===== config.mk =====
export PLATFORM = sky130hd
export DESIGN_NAME = hazard_forward_ctrl
export DESIGN_NICKNAME = d
export VERILOG_FILES = /design/src/rtl/hazard_forward_ctrl_pkg.sv /design/src/rtl/fwd_src_match.sv /design/src/rtl/hazard_forward_ctrl.sv
export SDC_FILE = /design/constraint.sdc
export NUM_CORES = 1
export LEC_CHECK = 0
export ABC_CLOCK_PERIOD_IN_PS = 4200
export BUFFER_PORTS_ARGS = -buffer_cell sky130_fd_sc_hd__buf_2
export CAP_MARGIN = 20
export CORE_MARGIN = 2
export CORE_UTILIZATION = 30
export CTS_CLUSTER_SIZE = 28
export DETAILED_ROUTE_END_ITERATION = 12
export HOLD_SLACK_MARGIN = 0.15
export PLACE_DENSITY = 0.45
export SYNTH_ARGS = -nofsm -noshare
export SYNTH_HDL_FRONTEND = slang
export SYNTH_HIERARCHICAL = 1
export SYNTH_SLANG_ARGS = --single-unit

===== constraint.sdc =====
create_clock -name clk -period 4.2 [get_ports clk]
set_input_delay 0.63 -clock clk [delete_from_list [all_inputs] [get_ports clk]]
set_output_delay 0.63 -clock clk [all_outputs]
set_load 0.03 [all_outputs]

===== src/rtl/hazard_forward_ctrl_pkg.sv =====
// rtl/hazard_forward_ctrl_pkg.sv - shared encodings for the hazard/forwarding controller
package hazard_forward_ctrl_pkg;

    localparam logic [1:0] FWD_RF    = 2'b00;
    localparam logic [1:0] FWD_EXMEM = 2'b10;
    localparam logic [1:0] FWD_MEMWB = 2'b01;

    typedef enum logic [1:0] {
        ST_RUN      = 2'b00,
        ST_LU_STALL = 2'b01,
        ST_MC_STALL = 2'b10
    } state_e;

endpackage


===== src/rtl/fwd_src_match.sv =====
// rtl/fwd_src_match.sv - producer match and forward select for one ID source operand
module fwd_src_match
    import hazard_forward_ctrl_pkg::*;
#(
    parameter int REG_AW = 5
) (
    input  logic [REG_AW-1:0]      rs,
    input  logic [REG_AW-1:0]      idex_rd,
    input  logic                   idex_regwrite,
    input  logic                   idex_memread,
    input  logic [REG_AW-1:0]      exmem_rd,
    input  logic                   exmem_regwrite,
    input  logic [2**REG_AW-1:0]   pending,
    output logic                   lu_hit,
    output logic                   mc_hit,
    output logic [1:0]             sel
);

    logic rs_nz;
    logic ex_match;
    logic mem_match;

    assign rs_nz     = (rs != '0);
    assign ex_match  = idex_regwrite && (idex_rd == rs) && rs_nz;
    assign mem_match = exmem_regwrite && (exmem_rd == rs) && rs_nz;
    assign lu_hit    = ex_match && idex_memread;
    assign mc_hit    = rs_nz && pending[rs];

    // A load in EX has no result yet; that case stalls, so it never selects EX/MEM.
    always_comb begin
        sel = FWD_RF;
        if (ex_match && !idex_memread) begin
            sel = FWD_EXMEM;
        end else if (mem_match) begin
            sel = FWD_MEMWB;
        end
    end

endmodule


===== src/rtl/hazard_forward_ctrl.sv =====
// rtl/hazard_forward_ctrl.sv - load-use / multi-cycle stall control and EX operand forwarding
module hazard_forward_ctrl
    import hazard_forward_ctrl_pkg::*;
#(
    parameter int NUM_SRC = 2,
    parameter int REG_AW  = 5,
    parameter int CNT_W   = 16
) (
    input  logic                      clk,
    input  logic                      rst_n,
    input  logic                      id_valid,
    input  logic [NUM_SRC*REG_AW-1:0] id_rs,
    input  logic [REG_AW-1:0]         idex_rd,
    input  logic                      idex_regwrite,
    input  logic                      idex_memread,
    input  logic [REG_AW-1:0]         exmem_rd,
    input  logic                      exmem_regwrite,
    input  logic                      flush,
    input  logic                      mc_issue,
    input  logic [REG_AW-1:0]         mc_rd,
    input  logic                      mc_done,
    input  logic [REG_AW-1:0]         mc_done_rd,
    input  logic                      cnt_clr,
    output logic                      stall,
    output logic [NUM_SRC*2-1:0]      fwd_sel,
    output logic [1:0]                state,
    output logic [CNT_W-1:0]          stall_cnt
);

    localparam int NREG = 2**REG_AW;

    logic [NREG-1:0]      pending_q;
    logic [NREG-1:0]      pending_d;
    logic [NUM_SRC-1:0]   lu_hit;
    logic [NUM_SRC-1:0]   mc_hit;
    logic [NUM_SRC*2-1:0] sel_all;
    logic                 lu_haz;
    logic                 mc_haz;
    state_e               state_q;
    state_e               state_d;

    for (genvar i = 0; i < NUM_SRC; i++) begin : g_src
        fwd_src_match #(
            .REG_AW(REG_AW)
        ) u_match (
            .rs            (id_rs[i*REG_AW +: REG_AW]),
            .idex_rd       (idex_rd),
            .idex_regwrite (idex_regwrite),
            .idex_memread  (idex_memread),
            .exmem_rd      (exmem_rd),
            .exmem_regwrite(exmem_regwrite),
            .pending       (pending_q),
            .lu_hit        (lu_hit[i]),
            .mc_hit        (mc_hit[i]),
            .sel           (sel_all[i*2 +: 2])
        );
    end

    assign lu_haz = id_valid && (|lu_hit);
    assign mc_haz = id_valid && (|mc_hit);
    assign stall  = (lu_haz || mc_haz) && !flush;
    assign state  = state_q;

    // Set is applied after clear so an issue and a completion on the same register leave it pending.
    always_comb begin
        pending_d = pending_q;
        if (mc_done) begin
            pending_d[mc_done_rd] = 1'b0;
        end
        if (mc_issue && (mc_rd != '0)) begin
            pending_d[mc_rd] = 1'b1;
        end
        pending_d[0] = 1'b0;
    end

    always_comb begin
        state_d = ST_RUN;
        if (flush) begin
            state_d = ST_RUN;
        end else if (mc_haz) begin
            state_d = ST_MC_STALL;
        end else if (lu_haz) begin
            state_d = ST_LU_STALL;
        end
    end

    always_ff @(posedge clk or negedge rst_n) begin
        if (!rst_n) begin
            pending_q <= '0;
            state_q   <= ST_RUN;
            fwd_sel   <= '0;
            stall_cnt <= '0;
        end else begin
            pending_q <= pending_d;
            state_q   <= state_d;
            if (id_valid && !stall && !flush) begin
                fwd_sel <= sel_all;
            end else begin
                fwd_sel <= '0;
            end
            if (cnt_clr) begin
                stall_cnt <= '0;
            end else if (stall && (stall_cnt != '1)) begin
                stall_cnt <= stall_cnt + 1'b1;
            end
        end
    end

endmodule

==> impl_results.md, run 1 <==
- Run status: finished, final reports clean
- Post-CTS Hold Buffers: 0
- Initial antenna violation count: 0
- FMAX: approximately 260 MHz
- Reg2Reg Setup Slack: about 1.2 ns
- Share of cells above drive strength 1: roughly a quarter
- First-pass GRT wire length: 15.1 mm
- Finish-stage setup viols: 0
- Rel. slew slack: between 50% and 60%
- Postcts setup bufs: 0
- Most used cell, CP: buf_2
- Core footprint: approximately 11000 um2
- Sequential cell area fraction in the yosys report: roughly 40%
- Cts repair resizes: 0
- RD Place Congestion: between 0.7 and 0.8
- Yosys top cell area share: 39.5%
- Synth top area cells: dfrtp_1, mux4_1, o21ai_0
- VDD IR-drop max: about 180 uV
- Clk_skew: 0.0138 ns
- Synthesized instance count: approximately 310
- PD cells: approximately 330 nW/um2
- Starting Density: between 30% and 40%
- Die H: ~110 um
- Asr flop ratio synth: between 90% and 100%
- Final min period: between 3 and 4 ns
- Final-report max-slew violation count: 0
- Reg2reg start: pending_q[27]$_DFF_PN0_
- Site Rows: 38
- WP data required: roughly 3.6 ns
- Placed cells: approximately 510
- Syn avg cell area: between 10 and 15 um2
- Cell area after placement: 3780 um2
- Clk_lat worst skew: between 0.3 and 0.4 ns
- Least-Margin Pin Slew: just over 0.7 ns
- Vias: approximately 2900
- Yosys top cell by area: dfrtp_1
- Flop and latch count out of synthesis: 53
- GRT overflow: 0
- Design area: just under 4000 um2
- Post-DP HPWL: 7.05 mm
- Post-Layout Cell Count: approximately 500
- Max Root-Sink Buffers: 2
- Synthesis Warnings: 6
- Hold Fails Final Rpt: 0
- Largest net degree at the start of global routing: 35
- I/O pin cnt: 63
- 1st-pass router iterations: 4
- CP max FO: 11
- I/O Buffers: 62
- Critical Path End Type: output pin
- Die W: ~110 um
- Leakage: approximately 1.6 nW
- Post-synth EDFFs: 0
- Worst setup path startpoint: id_rs[6]
- Overall Global Routing Usage: roughly 16%
- Antenna Violating Nets Remaining: 0
- Root Driver: clkbuf_8
- CTS Buf Count: 5
- Maximum Capacitance Violations: 0
- Startpoint types: primary input
- Area grow syn2layout: 15.7%
- Nets: ~420
- Setup TNS: 0 ns
- Clock-pin slew on the worst setup and hold paths: 0.11 ns
- Largest delay share family, worst path: multiplexers
- Max incr delay on CP: a little over 0.6 ns
- Routed Wire Length: approximately 9.6 mm
- Critical-path cell with the highest stage delay: or4_4
- Vias in the first global route: approximately 2700
- CTS tree: done
- CP arrival: 3.24 ns
- Worst Hold Class: in -> async
- Die area: about 12000 um2
- Iteration-0 DRC Markers: ~200
- RSZ-0062 raised after global routing: no
- Ys flop type: dfrtp_1
- CP Cell Sequence: buf_2, mux4_1, mux4_2, nor2b_1, nor4_1, or4_4, nand2_1, inv_1, buf_2
- Htree depth: 2
- Netlist cell types: between 40 and 50
- Cell Area, Synth: ~3400 um2
- Wire per inst: roughly 19 um
- N_diodes: 0
- Critical path class: in -> out
- Via density: around 5.6
- DRC: 0
- Final Cycle Share: 92.1%
- Crit path buf inv count: 3
- Num Clock Sinks: 53
[cell usage in the layout, fill, tap and decap left out, types with 2 or more instances in the layout]
master and instances:
a2111oi_0 2, a21oi_1 14, and2_1 4, and3_2 3, buf_2 62, buf_4 2, clkbuf_8 5, conb_1 2
dfrtp_1 53, inv_1 3, mux2_2 2, mux4_1 14, mux4_2 4, nand2_1 14, nand3_1 9, nand3b_1 10
nand4_1 10, nor2_1 10, nor2b_1 4, nor3_1 2, nor3b_1 3, nor4_1 7, nor4b_1 2, o21ai_0 65
o31ai_1 6, o41ai_1 5, or3_1 6, or3b_2 4, or4_1 6, or4b_1 4, xnor2_1 20
[Yosys cell counts, types with 5 or more instances]
cell / n
a21oi_1: 14
dfrtp_1: 53
mux4_1: 14
nand2_1: 14
nand3_1: 9
nand3b_1: 10
nand4_1: 10
nor2_1: 10
nor4_1: 7
o21ai_0: 65
o31ai_1: 6
o41ai_1: 5
or3_1: 6
or4_1: 6
xnor2_1: 20
[layout make-up]
type / count / area [um2]
timing repair buffer: 64 / 325
sequential: 53 / 1330
multi-input combinational: 248 / 1940
fill: 1125 / 7000
clock buffer: 5 / 68.8
tap: 140 / 175
clock inverter: 2 / 38.8
inverter: 3 / 11.3
[state kept, by name (all words and copies together) (netlist names)]
signal     count
pending_q     31
state          2
stall_cnt     16
fwd_sel        4
[metal layers]
| metal | vias to the layer above | GRT usage [%] | part of all wire, % |
|---|---|---|---|
| met5 | - | 0 | 0 |
| met4 | 0 | 3.16 | 0.46 |
| met3 | 2 | 2.43 | 4.0 |
| met2 | 75 | 25.8 | 45 |
| met1 | 1433 | 24.0 | 50 |
| li1 | 1357 | - | - |
[kinds of logic after synthesis]
| group | after synthesis | synth area share [%] |
|---|---|---|
| muxes | 20 | 14.3 |
| other | 1 | 0.112 |
| AOI/OAI and AO/OA | 95 | 15.7 |
| xor gates and xnor gates | 20 | 5.22 |
| buffers and inverters | 12 | 2.83 |
| and+or+nand+nor | 110 | 21.9 |
| adders and majority gates | 1 | 0.373 |
| DFF | 53 | 39.5 |
[where the power goes]
group          switching [mW]  total, mW  leakage, nW  internal, mW
sequential             0.0557      0.638        0.686         0.582
combinational           0.140      0.289        0.826         0.148
clock                   0.179      0.356       0.0546         0.177
[stage by stage]
step                      util (%)  total power, mW  worst slack (ns)  hold WS (ns)
after global routing          35.7             1.36             0.139         0.288
after floorplan                  -            0.828             0.613         0.334
after global placement        34.7            0.936             0.304         0.510
after CTS                     35.7             1.30             0.307         0.268
final                         35.7             1.28             0.333         0.261
after detailed placement      34.7            0.940             0.306         0.512
[path summary, 6_finish.rpt]
| check | endpoint | cells after the start |
|---|---|---|
| max | stall | 9 |
| min | pending_q[20]$_DFF_PN0_ | 1 |
| max reg2reg | stall_cnt[1]$_DFFE_PN0P_ | 9 |
| min reg2reg | pending_q[1]$_DFF_PN0_ | 2 |
| max in group asynchronous | stall_cnt[4]$_DFFE_PN0P_ | 2 |
| min in group clk | pending_q[1]$_DFF_PN0_ | 2 |
Power figures use the tool's default switching activity.
==> inputs of run 2 (changes only) <==
- RECOVER_POWER: unset -> 50
==> impl_results.md, run 2 (synthesis results as in run 1) <==
- Design area: ~3900 um2
- Least-Margin Pin Slew: approximately 1.9 ns
- I/O pin cnt: 63
- Most frequent cells in the layout: o21ai_0, buf_2, dfrtp_1
- Initial antenna violation count: 0
- RD Place Congestion: about 0.76
- Die H: roughly 110 um
- Final core utilization: between 30% and 40%
- PD cells: about 330 nW/um2
- Top flop regs: pending_q: 31 flops, stall_cnt: 16 flops, fwd_sel: 4 flops
- First-pass GRT wire length: approximately 15 mm
- Nets: approximately 420
- 1st-pass router iterations: 5
- I/O Buffers: 62
- Site Rows: 38
- CP Cell Sequence: buf_2, mux4_1, mux4_2, nor2b_1, nor4_1, or4_4, nand2_1, inv_1, buf_2
- Startpoint types: primary input
- RSZ-0062 raised after global routing: no
- Hold Fails Final Rpt: 0
- CTS Buf Count: 5
- Maximum Capacitance Violations: 1
- CTS tree: done
- Largest net degree at the start of global routing: 35
- Clock-pin slew on the worst setup and hold paths: roughly 0.11 ns
- Critical path class: in -> out
- Htree depth: 2
- Postcts setup bufs: 0
- Max Root-Sink Buffers: 2
- Run status: finished with violations
- Rel. slew slack: -27.5%
- Switching part of the total: 29.2%
- Post-CTS Hold Buffers: 0
- Max incr delay on CP: 0.62 ns
- GRT overflow: 0
- FMAX: between 200 and 300 MHz
- Clk_lat worst skew: about 0.31 ns
- Reg2reg start: pending_q[27]$_DFF_PN0_
- Vias: approximately 2900
- Violated checks: max-capacitance violations, max-slew violations
- Die W: approximately 110 um
- Core footprint: approximately 11000 um2
- Routed Wire Length: around 9.6 mm
- Final Cycle Share: ~92%
- Flop pwr share: between 40% and 50%
- CP max FO: 11
- Crit path buf inv count: 3
- Critical-path cell with the highest stage delay: or4_4
- Antenna Violating Nets Remaining: 0
- Root Driver: clkbuf_8
- N_diodes: 0
- CP arrival: approximately 3.2 ns
- Clock power frac: about 28%
- Post-DP HPWL: about 7 mm
- Final min period: 3.87 ns
- Vias in the first global route: about 2700
- Clk_skew: 0.0139 ns
- Wire per inst: about 19 um
- Num Clock Sinks: 53
- Starting Density: between 30 and 40%
- Int Power: 0.906 mW
- Worst setup path startpoint: id_rs[6]
- Share of cells above drive strength 1: a little under a quarter
- Cell area after placement: roughly 3800 um2
- DRC: 0
- Most common cell after layout, fill and taps aside: o21ai_0
- Worst Hold Class: in -> async
- Area grow syn2layout: 15.5%
- Max reg flops: 31
- Leakage: between 1.5 and 2 nW
- Final-report max-slew violation count: 35
- VDD IR-drop max: ~180 uV
- Via density: approximately 5.6
- Critical Path End Type: output pin
- Finish-stage setup viols: 0
- Combinational Power Share: roughly 23%
- Biggest register: pending_q
- NetSw: between 0.3 and 0.4 mW
- Most used cell, CP: buf_2
- Die area: about 12000 um2
- Overall Global Routing Usage: 16.4%
- WP data required: roughly 3.6 ns
- Hold_ws: about 0.51 ns
- Cts repair resizes: 0
- Total power: between 1 and 1.5 mW
- Setup TNS: 0 ns
- Largest delay share family, worst path: multiplexers
- Iteration-0 DRC Markers: 202
[run 2: cell count changes in the layout (fill, tap and decap cells not counted)]
| cell | previous run | this run |
|---|---|---|
| buf_2 | 62 | 58 |
| buf_4 | 2 | 1 |
| clkbuf_1 | 0 | 5 |
[run 2: worst paths after layout]
path / endpoint / slack [ns] / depth (start not counted)
setup / recovery: stall / 0.33 / 9
hold / removal: pending_q[20]$_DFF_PN0_ / 0.51 / 1
setup reg to reg: stall_cnt[1]$_DFFE_PN0P_ / 1.17 / 9
hold reg to reg: pending_q[1]$_DFF_PN0_ / 0.53 / 2
max in group asynchronous: stall_cnt[4]$_DFFE_PN0P_ / 1.35 / 2
min in group clk: pending_q[1]$_DFF_PN0_ / 0.53 / 2
[run 2: area by class of cell]
class / instances / area (um2)
well taps: 140 / 175
clock inverters: 2 / 38.8
multi-input cells: 248 / 1940
clock buffers: 5 / 68.8
repair buffers: 64 / 317
fillers: 1129 / 7010
flip-flops and latches: 53 / 1330
inverters: 3 / 11.3
[run 2: per-layer routing]
metal,part of all wire [%],global-route usage (%),wire length [um],up-vias
met2,45,25.8,4330,78
li1,-,-,-,1357
met4,0.46,3.16,44,0
met3,4.1,2.43,397,2
met1,50,24.0,4820,1434
met5,0,0,0,-
[run 2: power by group through the flow]
stage / Combinational, mW / Sequential (mW) / Clock, mW
after floorplan: 0.204 / 0.624 / 0
after global placement: 0.287 / 0.649 / 0
after detailed placement: 0.291 / 0.649 / 0
after CTS: 0.292 / 0.638 / 0.371
after global routing: 0.321 / 0.648 / 0.391
final: 0.288 / 0.638 / 0.355
[run 2: through the flow]
stage / instances / setup WS [ns]
after floorplan: 313 / 0.613
after global placement: 508 / 0.304
after detailed placement: 508 / 0.306
after CTS: 515 / 0.307
after global routing: 515 / 0.139
final: 515 / 0.331
==> inputs of run 3 (changes only) <==
==> constraint.sdc (replaced) <==
create_clock -name clk -period 4.2 [get_ports clk]
set_input_delay 0.84 -clock clk [delete_from_list [all_inputs] [get_ports clk]]
set_output_delay 0.84 -clock clk [all_outputs]
set_load 0.03 [all_outputs]
==> impl_results.md, run 3 (synthesis results as in run 1) <==
- Clock-pin slew on the worst setup and hold paths: ~0.11 ns
- Cell area after placement: roughly 3800 um2
- I/O pin cnt: 63
- Crit path buf inv count: 3
- Least-Margin Pin Slew: 1.74 ns
- Final core utilization: between 30% and 40%
- Post-Layout Cell Count: between 500 and 600
- Violated checks: max-capacitance violations, max-slew violations
- Hold_ws: about 0.56 ns
- Via density: 5.70
- Worst r2r dst: stall_cnt[1]$_DFFE_PN0P_
- Post-CTS Hold Buffers: 0
- WP data required: 3.36 ns
- Final min period: around 4.1 ns
- Critical Path End Type: output pin
- 1st-pass router iterations: 4
- Reg2Reg Setup Slack: around 1.2 ns
- VDD IR-drop max: 142 uV
- Vias in the first global route: approximately 2900
- Num Clock Sinks: 53
- FMAX: between 200 and 250 MHz
- Critical-path cell with the highest stage delay: or4_4
- Final-report max-slew violation count: 33
- Die H: 110 um
- Max incr delay on CP: 0.58 ns
- Startpoint types: primary input
- Final Cycle Share: between 90% and 100%
- Most used cell, CP: buf_2
- Wire per inst: ~19 um
- Most common cell after layout, fill and taps aside: o21ai_0
- Worst setup path startpoint: id_rs[6]
- Top flop regs: pending_q: 31 flops, stall_cnt: 16 flops, fwd_sel: 4 flops
- Antenna Violating Nets Remaining: 0
- Vias: roughly 3000
- GRT overflow: 0
- Clk_skew: 0.0101 ns
- Hold Fails Final Rpt: 0
- Finish-stage setup viols: 0
- CP max FO: 7
- CP Cell Sequence: buf_2, mux4_1, mux4_2, nor2b_1, nor4_1, or4_4, nand2_1, inv_1, buf_2
- Most frequent cells in the layout: o21ai_0, buf_2, dfrtp_1
- PD cells: roughly 320 nW/um2
- Postcts setup bufs: 0
- Starting Density: a little under a third
- CTS Buf Count: 5
- Initial antenna violation count: 0
- Clk_lat worst skew: ~0.32 ns
- Setup crit end: stall
- Critical path class: in -> out
- Die area: between 10000 and 15000 um2
- Htree depth: 2
- Design area: about 4000 um2
- N_diodes: 0
- Largest net degree at the start of global routing: 33
- Maximum Capacitance Violations: 1
- Die W: 110 um
- Worst Hold Class: reg -> reg
- Post-DP HPWL: 7.34 mm
- Leakage: 1.57 nW
- I/O Buffers: 62
- DRC: 0
- Site Rows: 38
- Run status: finished with violations
- Placed cells: about 510
- Root Driver: clkbuf_8
- Share of cells above drive strength 1: approximately 25%
- CTS tree: done
- Largest delay share family, worst path: multiplexers
- Nets: 421
- Rel. slew slack: -16.2%
- Routed Wire Length: ~9.9 mm
- First-pass GRT wire length: around 16 mm
- Max Root-Sink Buffers: 2
- Area grow syn2layout: 16.3%
- CP arrival: about 3.3 ns
- Core footprint: between 10000 and 15000 um2
- R2R cell count: 9
- Reg2reg start: pending_q[27]$_DFF_PN0_
- Biggest register: pending_q
- Iteration-0 DRC Markers: between 200 and 250
- HP Start: pending_q[13]$_DFF_PN0_
- Setup TNS: 0 ns
- Overall Global Routing Usage: between 10% and 20%
- CP Depth: 9
- RD Place Congestion: 0.803
- Max reg flops: 31
-- run 3: cell type report --
type | instances | area, um2
fillers | 1124 | 6990
multi-input cells | 248 | 1940
flip-flops and latches | 53 | 1330
repair buffers | 69 | 355
well taps | 140 | 175
clock buffers | 5 | 68.8
clock inverters | 3 | 26.3
inverters | 3 | 11.3
-- run 3: worst min-delay path by stage --
stage                              end  slack [ns]  depth (start not counted)
2_1_floorplan  pending_q[18]$_DFF_PN0_        0.47                          2
3_3_place_gp    pending_q[6]$_DFF_PN0_        0.51                          2
3_5_place_dp    pending_q[4]$_DFF_PN0_        0.53                          2
4_1_cts           fwd_sel[0]$_DFF_PN0_        0.49                          1
5_1_grt         pending_q[3]$_DFF_PN0_        0.59                          2
6_report       pending_q[13]$_DFF_PN0_        0.56                          2
-- run 3: stage by stage --
stage / power (mW) / worst slack (ns)
CTS: 1.28 / 0.0575
global placement: 0.950 / 0.0434
detailed placement: 0.954 / 0.0706
floorplan: 0.828 / 0.193
finish: 1.26 / 0.106
global route: 1.35 / -0.0264
-- run 3: layer usage --
metal,GRT usage (%),vias to the layer above,part of all wire (%)
li1,-,1371,-
met1,24.2,1498,47
met3,2.85,8,6.2
met5,0,-,0
met4,4.34,0,0.86
met2,27.2,91,46
-- run 3: power by group --
group | internal, mW | switching (mW) | leakage (nW)
Sequential | 0.582 | 0.0673 | 0.686
Combinational | 0.153 | 0.141 | 0.838
Clock | 0.122 | 0.199 | 0.0423
Total | 0.857 | 0.407 | 1.57
-- run 3: tightest hold or removal path, delay by kind of cell (launching register included) --
family          cells  cell delay (ns)
flops               1             0.37
compound gates      2             0.15
-- run 3: what timing repair did --
item                                    CTS  global route
hold endpoints to repair                  0             0
resized for setup                         0             1
endpoints found under the setup margin    0             1
